## config.mk

```make
export PLATFORM = sky130hd
export DESIGN_NAME = instr_encoder
export DESIGN_NICKNAME = d
export VERILOG_FILES = /design/src/rtl/instr_encoder.sv
export SDC_FILE = /design/constraint.sdc
export NUM_CORES = 1
export LEC_CHECK = 0
export CAP_MARGIN = 10
export CORE_AREA = 4 4 120 122
export CTS_CLUSTER_DIAMETER = 40
export DETAILED_ROUTE_END_ITERATION = 8
export DIE_AREA = 0 0 124 126
export PLACE_DENSITY = 0.66
export SETUP_SLACK_MARGIN = 0.4
export SLEW_MARGIN = 30
export SYNTH_ARGS = -nofsm -noshare
export SYNTH_HDL_FRONTEND = slang
export SYNTH_SLANG_ARGS = --single-unit
```

## constraint.sdc

```tcl
create_clock -name clk_i -period 2.7 [get_ports clk_i]
set_input_delay 0.54 -clock clk_i [delete_from_list [all_inputs] [get_ports clk_i]]
set_output_delay 0.54 -clock clk_i [all_outputs]
set_load 0.03 [all_outputs]
```

## src/rtl/instr_encoder.sv

```systemverilog
// Packs decoded RV64I fields into a 32-bit instruction word (2-stage pipeline).
// Optional U/J formats (lui, auipc, jal) are enabled by defining INSTR_ENC_UJ_EN.
module instr_encoder #(
    parameter int CNT_W = 16,
    parameter int ERR_W = 8
) (
    input  logic             clk_i,
    input  logic             rst_i,
    input  logic             in_valid_i,
    output logic             in_ready_o,
    input  logic [6:0]       opcode_i,
    input  logic [4:0]       rd_i,
    input  logic [4:0]       rs1_i,
    input  logic [4:0]       rs2_i,
    input  logic [2:0]       funct3_i,
    input  logic [6:0]       funct7_i,
    input  logic [63:0]      imm_i,
    output logic             out_valid_o,
    input  logic             out_ready_i,
    output logic [31:0]      instr_o,
    output logic             err_o,
    output logic [CNT_W-1:0] enc_cnt_o,
    output logic [ERR_W-1:0] err_cnt_o
);

    typedef enum logic [2:0] {F_R, F_I, F_S, F_B, F_U, F_J, F_X} fmt_t;

`ifdef INSTR_ENC_UJ_EN
    localparam int IMM_W = 20;
`else
    localparam int IMM_W = 12;
`endif

    localparam logic [31:0] NOP = 32'h0000_0013;

    logic             s1_valid;
    fmt_t             s1_fmt;
    logic             s1_bad;
    logic [6:0]       s1_opcode;
    logic [4:0]       s1_rd;
    logic [4:0]       s1_rs1;
    logic [4:0]       s1_rs2;
    logic [2:0]       s1_funct3;
    logic [6:0]       s1_funct7;
    logic [IMM_W-1:0] s1_imm;

    fmt_t        in_fmt;
    logic        in_bad;
    logic        imm12_ok;
    logic        in_fire;
    logic        out_fire;
    logic        s2_load;
    logic [31:0] s1_word;

    assign in_ready_o = !s1_valid || !out_valid_o || out_ready_i;
    assign in_fire    = in_valid_i && in_ready_o;
    assign out_fire   = out_valid_o && out_ready_i;
    assign s2_load    = s1_valid && (!out_valid_o || out_ready_i);

    // Sign-extension check: everything above the field's sign bit must match it.
    assign imm12_ok = (&imm_i[63:11]) || !(|imm_i[63:11]);

`ifdef INSTR_ENC_UJ_EN
    logic imm20_ok;
    assign imm20_ok = (&imm_i[63:19]) || !(|imm_i[63:19]);
`endif

    always_comb begin
        in_fmt = F_X;
        case (opcode_i)
            7'b0110011:             in_fmt = F_R;
            7'b0010011, 7'b0000011: in_fmt = F_I;
            7'b0100011:             in_fmt = F_S;
            7'b1100011:             in_fmt = F_B;
`ifdef INSTR_ENC_UJ_EN
            7'b0110111, 7'b0010111: in_fmt = F_U;
            7'b1101111:             in_fmt = F_J;
`endif
            default:                in_fmt = F_X;
        endcase
    end

    always_comb begin
        in_bad = 1'b1;
        case (in_fmt)
            F_R:           in_bad = 1'b0;
            F_I, F_S, F_B: in_bad = !imm12_ok;
`ifdef INSTR_ENC_UJ_EN
            F_U, F_J:      in_bad = !imm20_ok;
`endif
            default:       in_bad = 1'b1;
        endcase
    end

    // B and J immediates arrive as halfword offsets, so bit n of imm is offset bit n+1.
    always_comb begin
        s1_word = NOP;
        case (s1_fmt)
            F_R: s1_word = {s1_funct7, s1_rs2, s1_rs1, s1_funct3,
                            s1_rd, s1_opcode};
            F_I: s1_word = {s1_imm[11:0], s1_rs1, s1_funct3,
                            s1_rd, s1_opcode};
            F_S: s1_word = {s1_imm[11:5], s1_rs2, s1_rs1, s1_funct3,
                            s1_imm[4:0], s1_opcode};
            F_B: s1_word = {s1_imm[11], s1_imm[9:4], s1_rs2, s1_rs1,
                            s1_funct3, s1_imm[3:0], s1_imm[10], s1_opcode};
`ifdef INSTR_ENC_UJ_EN
            F_U: s1_word = {s1_imm[19:0], s1_rd, s1_opcode};
            F_J: s1_word = {s1_imm[19], s1_imm[9:0], s1_imm[10],
                            s1_imm[18:11], s1_rd, s1_opcode};
`endif
            default: s1_word = NOP;
        endcase
        if (s1_bad) begin
            s1_word = NOP;
        end
    end

    always_ff @(posedge clk_i) begin
        if (in_fire) begin
            s1_fmt    <= in_fmt;
            s1_bad    <= in_bad;
            s1_opcode <= opcode_i;
            s1_rd     <= rd_i;
            s1_rs1    <= rs1_i;
            s1_rs2    <= rs2_i;
            s1_funct3 <= funct3_i;
            s1_funct7 <= funct7_i;
            s1_imm    <= imm_i[IMM_W-1:0];
        end
    end

    always_ff @(posedge clk_i) begin
        if (rst_i) begin
            s1_valid    <= 1'b0;
            out_valid_o <= 1'b0;
            instr_o     <= 32'h0;
            err_o       <= 1'b0;
            enc_cnt_o   <= '0;
            err_cnt_o   <= '0;
        end else begin
            if (in_ready_o) begin
                s1_valid <= in_valid_i;
            end
            if (s2_load) begin
                out_valid_o <= 1'b1;
                instr_o     <= s1_word;
                err_o       <= s1_bad;
            end else if (out_fire) begin
                out_valid_o <= 1'b0;
            end
            if (out_fire) begin
                enc_cnt_o <= enc_cnt_o + CNT_W'(1);
                if (err_o && !(&err_cnt_o)) begin
                    err_cnt_o <= err_cnt_o + ERR_W'(1);
                end
            end
        end
    end

endmodule

```

* After elaboration in Yosys (flattened, before gate mapping)
Cells that the tools add are included.
** Word-level totals
- Bits in registers :: 107
- Output and inout bits :: 59
- Logic and storage cells :: 56
** Operators by class
- Add/subtract/negate cells :: 2
- Eq/ne operators :: 11
- Mux-type cells :: 6
- Reductions and logical operators :: 22
** Operators by type and width (number)
- case mux 32 bit (4 select lines) :: 1
- AND reduction 53 bit :: 1
- OR reduction 53 bit :: 1
- two-way mux 32 bit :: 1
- adder 16 x 1 -> 16 bit (second input constant) :: 1
- equality test 7 x 6 -> 1 bit (second input constant) :: 2
- equality test 3 x 2 -> 1 bit (second input constant) :: 4
- case mux 3 bit (4 select lines) :: 1
- adder 8 x 1 -> 8 bit (second input constant) :: 1
- AND reduction 8 bit :: 1
- equality test 7 x 2 -> 1 bit (second input constant) :: 1
- equality test 7 x 5 -> 1 bit (second input constant) :: 1
- equality test 7 bit (second input constant) :: 1
- equality test 3 x 1 -> 1 bit (second input constant) :: 2
- logical NOT 3 bit :: 2
- logical NOT 1 bit :: 5
- logical AND 1 bit :: 4
- logical OR 1 bit :: 4
- OR reduction 3 bit :: 1
- two-way mux 1 bit :: 2
- case mux 1 bit (2 select lines) :: 1
- AND reduction 2 bit :: 1
- nonzero test 2 bit :: 1
- OR reduction 2 bit :: 1

* Depth between registers and ports, before layout
- Depth after elaboration :: 6
- Depth in mapped cells :: 7
- Gate-level depth less buffers :: 6

* Worst setup path before layout
Ideal clock, no wire load.
- Path type :: reg2reg
- From :: register out_valid_o
- To :: register s1_bad (enable)
- Data arrival time :: 2.082 ns
- Path slack :: 0.207 ns
- Stages on the path, launching flop included :: 4
- Buffers on the path :: 0
- Clock period less this slack :: 2.493 ns
- Path through :: dfxtp_1 -> nor2b_1 -> nand2_1 -> and2_1
** Between the ends
- Longest elaborated chain between the ends :: 4
** Ends and longest elaborated chain
- start, declared :: line 18 : output logic out_valid_o,
- start signal, assigned :: line 136 : out_valid_o <= 1'b0;
- start signal, assigned :: line 146 : out_valid_o <= 1'b1;
- start signal, assigned :: line 150 : out_valid_o <= 1'b0;
- logical NOT 1 bit :: line 55 : assign in_ready_o = !s1_valid || !out_valid_o || out_ready_i;
- logical OR 1 bit (2 in a row) :: line 55
- named net in_ready_o :: line 10 : output logic in_ready_o,
- logical AND 1 bit :: line 56 : assign in_fire = in_valid_i && in_ready_o;
- named net in_fire :: line 50 : logic in_fire;
- end signal, assigned :: line 122 : s1_bad <= in_bad;
- end, declared :: line 38 : logic s1_bad;
The timed path passes the listed nets, and every way through them passes these cells.
A chain may end at the register's enable or synchronous reset.

* Worst setup path in the final report
- From :: input out_ready_i
- To :: output in_ready_o
** Between the ends
- Longest elaborated chain between the ends :: 1
** Ends and longest elaborated chain
- start, declared :: line 19 : input logic out_ready_i,
- logical OR 1 bit :: line 55
- end, declared :: line 10
Every way passes these cells.

==> results_dict.tcl <==
set metrics [dict create \
    syn_area_um2 4300 \
    placed_cell_area_um2 6070 \
    power_leakage_nw 2.12 \
    cp-end-kind "primary output" \
    drive_gt1_frac 0.0592 \
    hold_slack_ps 489 \
    multi_input_area_um2 1570 \
    stdcell_area_um2 6340 \
    drc 0 \
    setup_ws_ps 500 \
    finalClockSkew_ps 9.87 \
    tightest_slew_ps 663 \
    cts.clk_slew.worst_paths_ps 70 \
    worst_hold_path.endpoint "instr_o[14]$_SDFFE_PP0P_" \
    ys_types 36 \
    power_density_nw_per_um2 514 \
    wire_per_inst_um 14.9 \
    antenna_found_initial 0 \
    clockBufferDepth 2 \
    critPathMaxFanout 5 \
    clock_sinks 107 \
    die_x_um 124 \
    start_kind "input port" \
    wl_um 10900 \
    antenna_cells 0 \
    drtPass1Iterations 4 \
    finalPower_w 0.00326 \
    post_cts_buffers 0 \
    top_level_ports 159 \
    min-delay-start "s1_funct3[2]$_DFFE_PP_" \
    hold_depth 2 \
    syn_avg_cell_area_um2 10.9 \
    yosys_warnings 0 \
    setup_violations 0 \
    cts-buffers-inserted 9 \
    dp_slack_ps 173 \
    synth-edff-count 48 \
    setup_tns_ps 0 \
    dieArea_um2 15600 \
    yosysMostFrequentCell "nor2_1" \
    drtAntennaViolNets 0 \
    clk_latency_ps 350 \
    r2r_slack_ps 970 \
    grt_pass1_vias 3720 \
    coreArea_um2 13200 \
    r2r_cells 5 \
    netlist_top_cells_count "62 x nor2_1, 59 x dfxtp_1, 48 x edfxtp_1, 29 x a22oi_1, 20 x nand4_1" \
    syn-num-nets 497 \
    ys_ff_latch 107 \
    drt-initial-drc-count 143 \
    timing.fmax_mhz 455 \
    num_rows 42 \
    grt_max_degree 60 \
    grt.overflow.total 0 \
    synth-main-ff-cell "dfxtp_1" \
    initial_utilization 0.326 \
    vias 3585 \
    rsz0062_at_grt "false" \
    cts_root_buf "clkbuf_16" \
    grt_pass1_wl_um 17600 \
    synthCells 395 \
    r2r_start "s1_fmt[1]$_DFFE_PP_" \
    gp_congestion 0.759 \
    dp_hpwl_um 8050 \
    synthArstFlopShare 0 \
    fin_nets 654 \
    track_usage 0.143 \
    final-seq-area_um2 2620 \
    yosysSeqAreaShare 0.610 \
    status "finished clean" \
    h-tree-depth 3 \
    r2r_end "instr_o[20]$_SDFFE_PP0P_" \
    cts_tree "done" \
    min_period_ps 2200 \
    finalHoldViolCount 0 \
    critPathRequiredTime_ps 2160 \
    area_growth_pct 47.5 \
    fin_crit_sh 0.815 \
    slew_viol_final 0 \
    vdd_ir_drop_max_v 0.000263 \
    critical_path_arrival_ps 1660 \
    port_buffers 158 \
    hold_path.class "flip-flop to flip-flop" \
    drv_cap 0 \
    worstSetupPathType "input port to primary output" \
    relSlewSlack 0.558 \
    yosysTopAreaCell "edfxtp_1" \
    post_drt_via_cell_ratio 4.89 \
    synth_top_area_share 0.335 \
    synth.area.top_cells "edfxtp_1 34%, dfxtp_1 27%, nor2_1 5.4%, a22oi_1 5.1%, nand4_1 2.9%" \
    n_fill_cell 1210 \
    fp.dieH_um 126 \
]
cell type report:
class                           count  area share
Multi-Input combinational cell    259       0.247
Inverter                           11     0.00651
Sequential cell                   107       0.413
Clock buffer                       10      0.0361
Timing Repair Buffer              164       0.255
Clock inverter                      6     0.00670
Tap cell                          176      0.0347
timing repair:
item | 4_1_cts | 5_1_grt
resized for setup | 1 | 1
setup endpoints to repair | 1 | 1
hold buffers | 0 | 0
metrics by stage:
step	instances	util
after global routing	733	0.481
after floorplan	395	-
after global placement	717	0.460
after CTS	733	0.481
after detailed placement	717	0.460
final	733	0.481
how the worst max path moves through the flow:
stage	from	slack, ps	endpoint
after global routing	imm_i[51]	410	s1_bad$_DFFE_PP_
final	out_ready_i	500	in_ready_o
after floorplan	out_valid_o$_SDFFE_PP0P_	710	s1_bad$_DFFE_PP_
after detailed placement	imm_i[45]	170	s1_bad$_DFFE_PP_
after global placement	out_ready_i	230	in_ready_o
after CTS	out_ready_i	430	in_ready_o
metal layers:
layer / vias up / GRT usage / wire length (µm)
met5: - / 0 / 0
li1: 1776 / - / -
met4: 0 / 0.0567 / 201
met3: 16 / 0.0422 / 741
met2: 120 / 0.240 / 5420
met1: 1673 / 0.169 / 4530
flip-flops by register name, summed over array words and instances, names as in the netlist:
signal / cells
s1_valid: 1
s1_imm: 12
s1_fmt: 3
s1_bad: 1
err_o: 1
s1_opcode: 7
err_cnt_o: 8
enc_cnt_o: 16
s1_rs1: 5
out_valid_o: 1
s1_funct3: 3
s1_funct7: 7
s1_rd: 5
instr_o: 32
s1_rs2: 5
logic make-up after synthesis:
kind of cell / after synthesis / share of synthesized area
xor+xnor: 17 / 0.0346
simple gates: 156 / 0.181
compound gates: 69 / 0.105
mux: 15 / 0.0370
fa+ha+maj: 2 / 0.00582
flops: 107 / 0.610
buf+inv: 29 / 0.0274
worst max-delay path: stages:
cell and delay, ps:
clkdlybuf4s50_1 470, nor2b_2 210, nand2_1 90, dlygate4sd2_1 360
cells in the final DEF (no fill, tap or decap), types with 9 or more instances in the layout:
| cell type | instances |
|---|---|
| clkdlybuf4s50_1 | 156 |
| clkbuf_16 | 9 |
| dfxtp_1 | 59 |
| edfxtp_1 | 48 |
| nor4_1 | 15 |
| o21ai_0 | 17 |
| a21oi_1 | 9 |
| nand4_1 | 20 |
| a22oi_1 | 29 |
| nand3_1 | 9 |
| inv_1 | 11 |
| nand2_1 | 14 |
| xnor2_1 | 11 |
| nor2_1 | 62 |
| nor3_1 | 10 |
power breakdown:
group / switching [W] / internal, W
sequential: 0.0000205 / 0.00174
clock: 0.000569 / 0.000623
combinational: 0.000127 / 0.000174
No activity file was read; power rests on OpenSTA's default activity.
